File: src/rtl/draw_projectile_if.sv
// VGA stream bundle shared by the draw stages: timing counters, syncs, blanking and pixel colour.
interface vga_if;
  logic [10:0] hcount;
  logic [10:0] vcount;
  logic        hsync;
  logic        vsync;
  logic        hblnk;
  logic        vblnk;
  logic [11:0] rgb;

  modport vga_in  (input  hcount, vcount, hsync, vsync, hblnk, vblnk, rgb);
  modport vga_out (output hcount, vcount, hsync, vsync, hblnk, vblnk, rgb);
endinterface

File: src/rtl/draw_projectile.sv
// Launches a ball on fire, moves it once per frame under gravity, overlays it on the
// video stream and flags a hit on the cat rectangle or a miss at the field edges.
module draw_projectile #(
  parameter int          START_X    = 900,
  parameter int          START_Y    = 400,
  parameter int          BALL_SIZE  = 12,
  parameter logic [11:0] BALL_COLOR = 12'hFFF,
  parameter int          GRAVITY    = 1,
  parameter int          TARGET_X   = 0,
  parameter int          TARGET_Y   = 430,
  parameter int          TARGET_W   = 157,
  parameter int          TARGET_H   = 99,
  parameter int          GROUND_Y   = 529
) (
  input  logic       clk,
  input  logic       rst_n,
  input  logic       fire,
  input  logic [5:0] vx,
  input  logic [5:0] vy,
  output logic       busy,
  output logic       hit_cat,
  output logic       miss,
  vga_if.vga_in      vga_in,
  vga_if.vga_out     vga_out
);

  localparam logic signed [11:0] START_X_S = 12'(START_X);
  localparam logic signed [11:0] START_Y_S = 12'(START_Y);
  localparam logic signed [11:0] SIZE_S    = 12'(BALL_SIZE);
  localparam logic signed [11:0] TGT_L     = 12'(TARGET_X);
  localparam logic signed [11:0] TGT_R     = 12'(TARGET_X + TARGET_W);
  localparam logic signed [11:0] TGT_T     = 12'(TARGET_Y);
  localparam logic signed [11:0] TGT_B     = 12'(TARGET_Y + TARGET_H);
  localparam logic signed [11:0] GROUND_S  = 12'(GROUND_Y);
  localparam logic signed [7:0]  GRAV_S    = 8'(GRAVITY);

  typedef enum logic [1:0] {IDLE, FLY, CHECK} state_t;

  state_t             state_q, state_d;
  logic signed [11:0] px_q, px_d;
  logic signed [11:0] py_q, py_d;
  logic signed [7:0]  vel_y_q, vel_y_d;
  logic [5:0]         vx_q, vx_d;
  logic               busy_q, busy_d;
  logic               hit_q, hit_d;
  logic               miss_q, miss_d;

  logic [10:0] hcount_q, hcount_d;
  logic [10:0] vcount_q, vcount_d;
  logic        hsync_q, hsync_d;
  logic        vsync_q, vsync_d;
  logic        hblnk_q, hblnk_d;
  logic        vblnk_q, vblnk_d;
  logic [11:0] rgb_q, rgb_d;

  logic               tick;
  logic               overlap;
  logic               out_of_field;
  logic signed [11:0] hpos;
  logic signed [11:0] vpos;
  logic               ball_px;

  // The delayed vsync doubles as the edge detector for the once-per-frame update.
  assign tick = vga_in.vsync & ~vsync_q;

  assign overlap = (px_q < TGT_R) && ((px_q + SIZE_S) > TGT_L) &&
                   (py_q < TGT_B) && ((py_q + SIZE_S) > TGT_T);
  assign out_of_field = px_q[11] || (py_q >= GROUND_S);

  always_comb begin
    state_d = state_q;
    px_d    = px_q;
    py_d    = py_q;
    vel_y_d = vel_y_q;
    vx_d    = vx_q;
    busy_d  = busy_q;
    hit_d   = 1'b0;
    miss_d  = 1'b0;
    case (state_q)
      IDLE: begin
        if (fire) begin
          px_d    = START_X_S;
          py_d    = START_Y_S;
          vel_y_d = -$signed({2'b00, vy});
          vx_d    = vx;
          busy_d  = 1'b1;
          state_d = FLY;
        end
      end
      FLY: begin
        if (tick) begin
          px_d    = px_q - $signed({6'b000000, vx_q});
          py_d    = py_q + $signed({{4{vel_y_q[7]}}, vel_y_q});
          vel_y_d = vel_y_q + GRAV_S;
          state_d = CHECK;
        end
      end
      CHECK: begin
        // A hit wins over a miss when the ball lands on the cat in the same frame.
        if (overlap) begin
          hit_d   = 1'b1;
          busy_d  = 1'b0;
          state_d = IDLE;
        end else if (out_of_field) begin
          miss_d  = 1'b1;
          busy_d  = 1'b0;
          state_d = IDLE;
        end else begin
          state_d = FLY;
        end
      end
      default: state_d = IDLE;
    endcase
  end

  always_comb begin
    hcount_d = vga_in.hcount;
    vcount_d = vga_in.vcount;
    hsync_d  = vga_in.hsync;
    vsync_d  = vga_in.vsync;
    hblnk_d  = vga_in.hblnk;
    vblnk_d  = vga_in.vblnk;
    rgb_d    = vga_in.rgb;
  end

  always_ff @(posedge clk or negedge rst_n) begin
    if (!rst_n) begin
      state_q  <= IDLE;
      px_q     <= START_X_S;
      py_q     <= START_Y_S;
      vel_y_q  <= '0;
      vx_q     <= '0;
      busy_q   <= 1'b0;
      hit_q    <= 1'b0;
      miss_q   <= 1'b0;
      hcount_q <= '0;
      vcount_q <= '0;
      hsync_q  <= 1'b0;
      vsync_q  <= 1'b0;
      hblnk_q  <= 1'b0;
      vblnk_q  <= 1'b0;
      rgb_q    <= '0;
    end else begin
      state_q  <= state_d;
      px_q     <= px_d;
      py_q     <= py_d;
      vel_y_q  <= vel_y_d;
      vx_q     <= vx_d;
      busy_q   <= busy_d;
      hit_q    <= hit_d;
      miss_q   <= miss_d;
      hcount_q <= hcount_d;
      vcount_q <= vcount_d;
      hsync_q  <= hsync_d;
      vsync_q  <= vsync_d;
      hblnk_q  <= hblnk_d;
      vblnk_q  <= vblnk_d;
      rgb_q    <= rgb_d;
    end
  end

  // Screen counters are unsigned, so ball pixels at negative coordinates can never match.
  assign hpos = $signed({1'b0, hcount_q});
  assign vpos = $signed({1'b0, vcount_q});
  assign ball_px = busy_q && !hblnk_q && !vblnk_q &&
                   (hpos >= px_q) && (hpos < (px_q + SIZE_S)) &&
                   (vpos >= py_q) && (vpos < (py_q + SIZE_S));

  assign vga_out.hcount = hcount_q;
  assign vga_out.vcount = vcount_q;
  assign vga_out.hsync  = hsync_q;
  assign vga_out.vsync  = vsync_q;
  assign vga_out.hblnk  = hblnk_q;
  assign vga_out.vblnk  = vblnk_q;
  assign vga_out.rgb    = ball_px ? BALL_COLOR : rgb_q;

  assign busy    = busy_q;
  assign hit_cat = hit_q;
  assign miss    = miss_q;

endmodule

File: src/flat_wrapper.sv
// flat-port wrapper written by rule: the top's interface ports become plain ports
module draw_projectile_flat 
#(
  parameter int          START_X    = 900,
  parameter int          START_Y    = 400,
  parameter int          BALL_SIZE  = 12,
  parameter logic [11:0] BALL_COLOR = 12'hFFF,
  parameter int          GRAVITY    = 1,
  parameter int          TARGET_X   = 0,
  parameter int          TARGET_Y   = 430,
  parameter int          TARGET_W   = 157,
  parameter int          TARGET_H   = 99,
  parameter int          GROUND_Y   = 529
)
  (clk, rst_n, fire, vx, vy, busy, hit_cat, miss, vga_in_hcount, vga_in_vcount, vga_in_hsync, vga_in_vsync, vga_in_hblnk, vga_in_vblnk, vga_in_rgb, vga_out_hcount, vga_out_vcount, vga_out_hsync, vga_out_vsync, vga_out_hblnk, vga_out_vblnk, vga_out_rgb);
  vga_if vga_in_i ();
  vga_if vga_out_i ();
  input  logic clk;
  input  logic rst_n;
  input  logic fire;
  input  logic [5:0] vx;
  input  logic [5:0] vy;
  output logic busy;
  output logic hit_cat;
  output logic miss;
  input wire logic [$bits(vga_in_i.hcount)-1:0] vga_in_hcount;
  input wire logic [$bits(vga_in_i.vcount)-1:0] vga_in_vcount;
  input wire logic [$bits(vga_in_i.hsync)-1:0] vga_in_hsync;
  input wire logic [$bits(vga_in_i.vsync)-1:0] vga_in_vsync;
  input wire logic [$bits(vga_in_i.hblnk)-1:0] vga_in_hblnk;
  input wire logic [$bits(vga_in_i.vblnk)-1:0] vga_in_vblnk;
  input wire logic [$bits(vga_in_i.rgb)-1:0] vga_in_rgb;
  output wire logic [$bits(vga_out_i.hcount)-1:0] vga_out_hcount;
  output wire logic [$bits(vga_out_i.vcount)-1:0] vga_out_vcount;
  output wire logic [$bits(vga_out_i.hsync)-1:0] vga_out_hsync;
  output wire logic [$bits(vga_out_i.vsync)-1:0] vga_out_vsync;
  output wire logic [$bits(vga_out_i.hblnk)-1:0] vga_out_hblnk;
  output wire logic [$bits(vga_out_i.vblnk)-1:0] vga_out_vblnk;
  output wire logic [$bits(vga_out_i.rgb)-1:0] vga_out_rgb;
  assign vga_in_i.hcount = vga_in_hcount;
  assign vga_in_i.vcount = vga_in_vcount;
  assign vga_in_i.hsync = vga_in_hsync;
  assign vga_in_i.vsync = vga_in_vsync;
  assign vga_in_i.hblnk = vga_in_hblnk;
  assign vga_in_i.vblnk = vga_in_vblnk;
  assign vga_in_i.rgb = vga_in_rgb;
  assign vga_out_hcount = vga_out_i.hcount;
  assign vga_out_vcount = vga_out_i.vcount;
  assign vga_out_hsync = vga_out_i.hsync;
  assign vga_out_vsync = vga_out_i.vsync;
  assign vga_out_hblnk = vga_out_i.hblnk;
  assign vga_out_vblnk = vga_out_i.vblnk;
  assign vga_out_rgb = vga_out_i.rgb;
  draw_projectile #(.START_X(START_X), .START_Y(START_Y), .BALL_SIZE(BALL_SIZE), .BALL_COLOR(BALL_COLOR), .GRAVITY(GRAVITY), .TARGET_X(TARGET_X), .TARGET_Y(TARGET_Y), .TARGET_W(TARGET_W), .TARGET_H(TARGET_H), .GROUND_Y(GROUND_Y)) u_core (.clk(clk), .rst_n(rst_n), .fire(fire), .vx(vx), .vy(vy), .busy(busy), .hit_cat(hit_cat), .miss(miss), .vga_in(vga_in_i), .vga_out(vga_out_i));
endmodule
File: config.mk
export PLATFORM = sky130hd
export DESIGN_NAME = draw_projectile_flat
export DESIGN_NICKNAME = d
export VERILOG_FILES = /design/src/rtl/draw_projectile_if.sv /design/src/rtl/draw_projectile.sv /design/src/flat_wrapper.sv
export SDC_FILE = /design/constraint.sdc
export NUM_CORES = 1
export LEC_CHECK = 0
export CORE_MARGIN = 2
export CORE_UTILIZATION = 48
export DETAILED_ROUTE_END_ITERATION = 8
export HOLD_SLACK_MARGIN = 0.05
export PLACE_DENSITY = 0.77
export SYNTH_ARGS = -nofsm -noshare
export SYNTH_HDL_FRONTEND = slang
export SYNTH_SLANG_ARGS = --single-unit
File: constraint.sdc
create_clock -name clk -period 2.9 [get_ports clk]
set_input_delay 0.435 -clock clk [delete_from_list [all_inputs] [get_ports clk]]
set_output_delay 0.435 -clock clk [all_outputs]
set_load 0.01 [all_outputs]
==> impl_metrics.tcl <==
set metrics [dict create \
    grt_pass1_vias 5161 \
    p_leak_uw 0.00326 \
    path_delay_family "compound AO/OA/AOI/OAI gates" \
    path_clk_slew_ps 80 \
    cts_inserted_buffers 9 \
    num_antenna_cells 0 \
    gp_congestion 0.849 \
    cp-start-kind "flop" \
    drt-initial-drc-count 268 \
    clk_path_buf_depth 2 \
    fin_ws_ps -713 \
    crit_arrival_ps 3180 \
    track_usage 0.269 \
    place_hpwl_mm 10.8 \
    max_freq_mhz 277 \
    totalWireLength_mm 14.9 \
    drive_above_1_share 0.220 \
    die-area_um2 11700 \
    drc 0 \
    maxCapViolations 0 \
    wl_per_cell_um 17.7 \
    antenna_found_initial 0 \
    endpoint_kind "output pin" \
    cp.buffers_inverters 4 \
    critical_path.max_stage_delay_ps 540 \
    finalNonFillerCells 844 \
    cellPowerDensity_nw_per_um2 888 \
    ys_seq_elements 81 \
    drv_slew 0 \
    period_needed_ps 3610 \
    r2r-start "u_core.px_q[0]" \
    root_buffer "clkbuf_8" \
    yosysSeqAreaShare 0.391 \
    ios 94 \
    synthArstFlopShare 1.00 \
    hold_path_class "input pin to async pin" \
    vias_per_cell 5.74 \
    dp_cells 819 \
    initial_core_util 0.486 \
    core_um2 10700 \
    outcome "complete, but fails checks" \
    r2r-end "u_core.px_q[10]" \
    cts_tree "built" \
    fin_crit_sh 1.25 \
    ff2ff_setup_slack_ps 280 \
    syn2layout_area_growth_pct 40.7 \
    detail-route-antenna-nets 0 \
    vias 4842 \
    die_y_um 108 \
    hold_violations 0 \
    tightestPinTransition_ps 1070 \
    violations "setup timing" \
    synth_fp_nets 652 \
    final_nets 818 \
    insertion_delay_ps 370 \
    place_ws_ps -651 \
    avgSynthCellArea_um2 9.74 \
    grt_overflow 0 \
    path_cells "buf_4, o2111ai_2, nor3_2, xnor2_1, ha_1, a21o_1, a22oi_1, and4b_1, o2111ai_4, clkbuf_16, buf_8, o21bai_4, buf_6" \
    grt_pass1_wl_mm 24.7 \
    htree_levels 3 \
    yosysUniqueCellTypes 67 \
    synthFlopType "dfrtp_1" \
    std_cell_rows 38 \
    portBuffers 93 \
    n_fill_cell 822 \
    first_pass_iters 5 \
    power_uw 6500 \
    path_max_fanout 6 \
    synth_area_um2 5200 \
    synth_edf_count 0 \
    whs_ps 208 \
    cp_data_required_time_ps 2470 \
    clock_skew_ps 15.1 \
    final_cell_mix "80 x clkdlybuf4s50_1, 74 x dfrtp_1, 73 x buf_4" \
    ir_drop_mv 0.564 \
    ff2ff_path_depth 10 \
    final_common_cell "clkdlybuf4s50_1" \
    grt_max_degree 82 \
    ys_warn_count 0 \
    rsz0062_at_grt "true" \
    setup-violations-final 12 \
    cp_slowest_cell "dfstp_2" \
    path_class "flop to output pin" \
    synthesis.instances 534 \
    clock_sinks 81 \
    die_w_um 108 \
    relSlewSlack 0.287 \
    fin_util 0.685 \
]
cell usage after synthesis, types with 4 or more instances:
master     instances  area share
dfrtp_1           74        0.36
dfstp_2            7       0.035
o31ai_1            8       0.012
xnor2_1           21       0.035
o22ai_1            8      0.0096
nand4_1            9       0.011
nor2b_1            5      0.0060
nor4_1             4      0.0048
o21a_1             5      0.0072
a22oi_1            5      0.0072
nor3_1            18       0.017
o2111ai_1          4      0.0067
a21o_1             9       0.013
xor2_1            10       0.017
nor2_1            27       0.019
ha_1              63        0.15
inv_1             39       0.028
clkbuf_1          13      0.0094
a21oi_1           30       0.029
a211oi_1           7       0.010
o21bai_1          15       0.022
o21ai_0           39       0.038
nand2_1           33       0.024
nand3_1           13       0.013
kinds of logic after synthesis:
kind of cell,Yosys count,synth area share
xor+xnor,31,0.0522
buf+inv,57,0.0452
flops,81,0.391
simple gates,138,0.144
compound gates,162,0.209
fa+ha+maj,65,0.159
per-stage QoR:
| step | TNS [ps] | instance area (um^2) |
|---|---|---|
| 2_1_floorplan | -563 | 5360 |
| 3_3_place_gp | -6560 | 6920 |
| 3_5_place_dp | -7020 | 6920 |
| 4_1_cts | -7830 | 7270 |
| 5_1_grt | -9930 | 7320 |
| 6_report | -8080 | 7320 |
worst register-to-register path, stage by stage (launching register included):
cell and delay, ps:
dfrtp_1 440, inv_1 140, ha_1 180, inv_1 60, fa_1 400, a21o_1 200
a21o_1 210, a21oi_1 250, o21ai_2 110, or4_1 410, a21oi_1 150
layout make-up:
type                            instances  area [um^2]  share of cell area
Clock buffer                           13          179              0.0244
Clock inverter                          2         35.0             0.00478
Inverter                               41          159              0.0217
Multi-Input combinational cell        396         3160               0.432
Sequential cell                        81         2040               0.278
Tap cell                              140          175              0.0239
Timing Repair Buffer                  171         1580               0.215
report_power, final:
| part | total (uW) | leakage, uW | switching, uW | internal, uW |
|---|---|---|---|---|
| sequential | 1660 | 0.000970 | 255 | 1400 |
| combinational | 3940 | 0.00218 | 2120 | 1820 |
| clock | 901 | 0.000112 | 414 | 486 |
metal layers:
metal,track usage,up-vias,part of all wire
met3,0.0518,54,0.043
met1,0.310,2347,0.40
met5,0,-,0
met2,0.479,146,0.52
met4,0.127,0,0.034
li1,-,2295,-
state kept, by name, indices dropped and copies added, names as in the netlist:
signal                 count
u_core.px_q               12
u_core.busy                1
u_core.miss                1
u_core.state_q             2
u_core.py_q               12
u_core.vga_out.hsync       1
u_core.vga_out.vblnk       1
u_core.vx_q                6
u_core.vga_out.vcount     11
u_core.rgb_q              12
u_core.vga_out.vsync       1
u_core.hit_cat             1
u_core.vga_out.hcount     11
u_core.vga_out.hblnk       1
u_core.vel_y_q             8
timing repair:
action,in CTS,in global routing
gates resized for setup,67,10
hold buffers,0,0
endpoints found under the setup margin,12,13
pin swaps,10,5
cloned,1,0
setup buffers,9,0
worst max-delay path by stage:
stage,slack [ps],cells past startpoint,end,startpoint
after floorplan,-60,12,vga_out_rgb[10],u_core.px_q[2]
after global placement,-570,13,vga_out_rgb[11],u_core.py_q[3]
after CTS,-690,14,vga_out_rgb[9],u_core.px_q[2]
after global routing,-860,13,vga_out_rgb[5],u_core.px_q[2]
final,-710,13,vga_out_rgb[2],u_core.px_q[2]
after detailed placement,-650,12,vga_out_rgb[0],u_core.py_q[4]
Note: power is estimated with default switching activity, not from simulation.
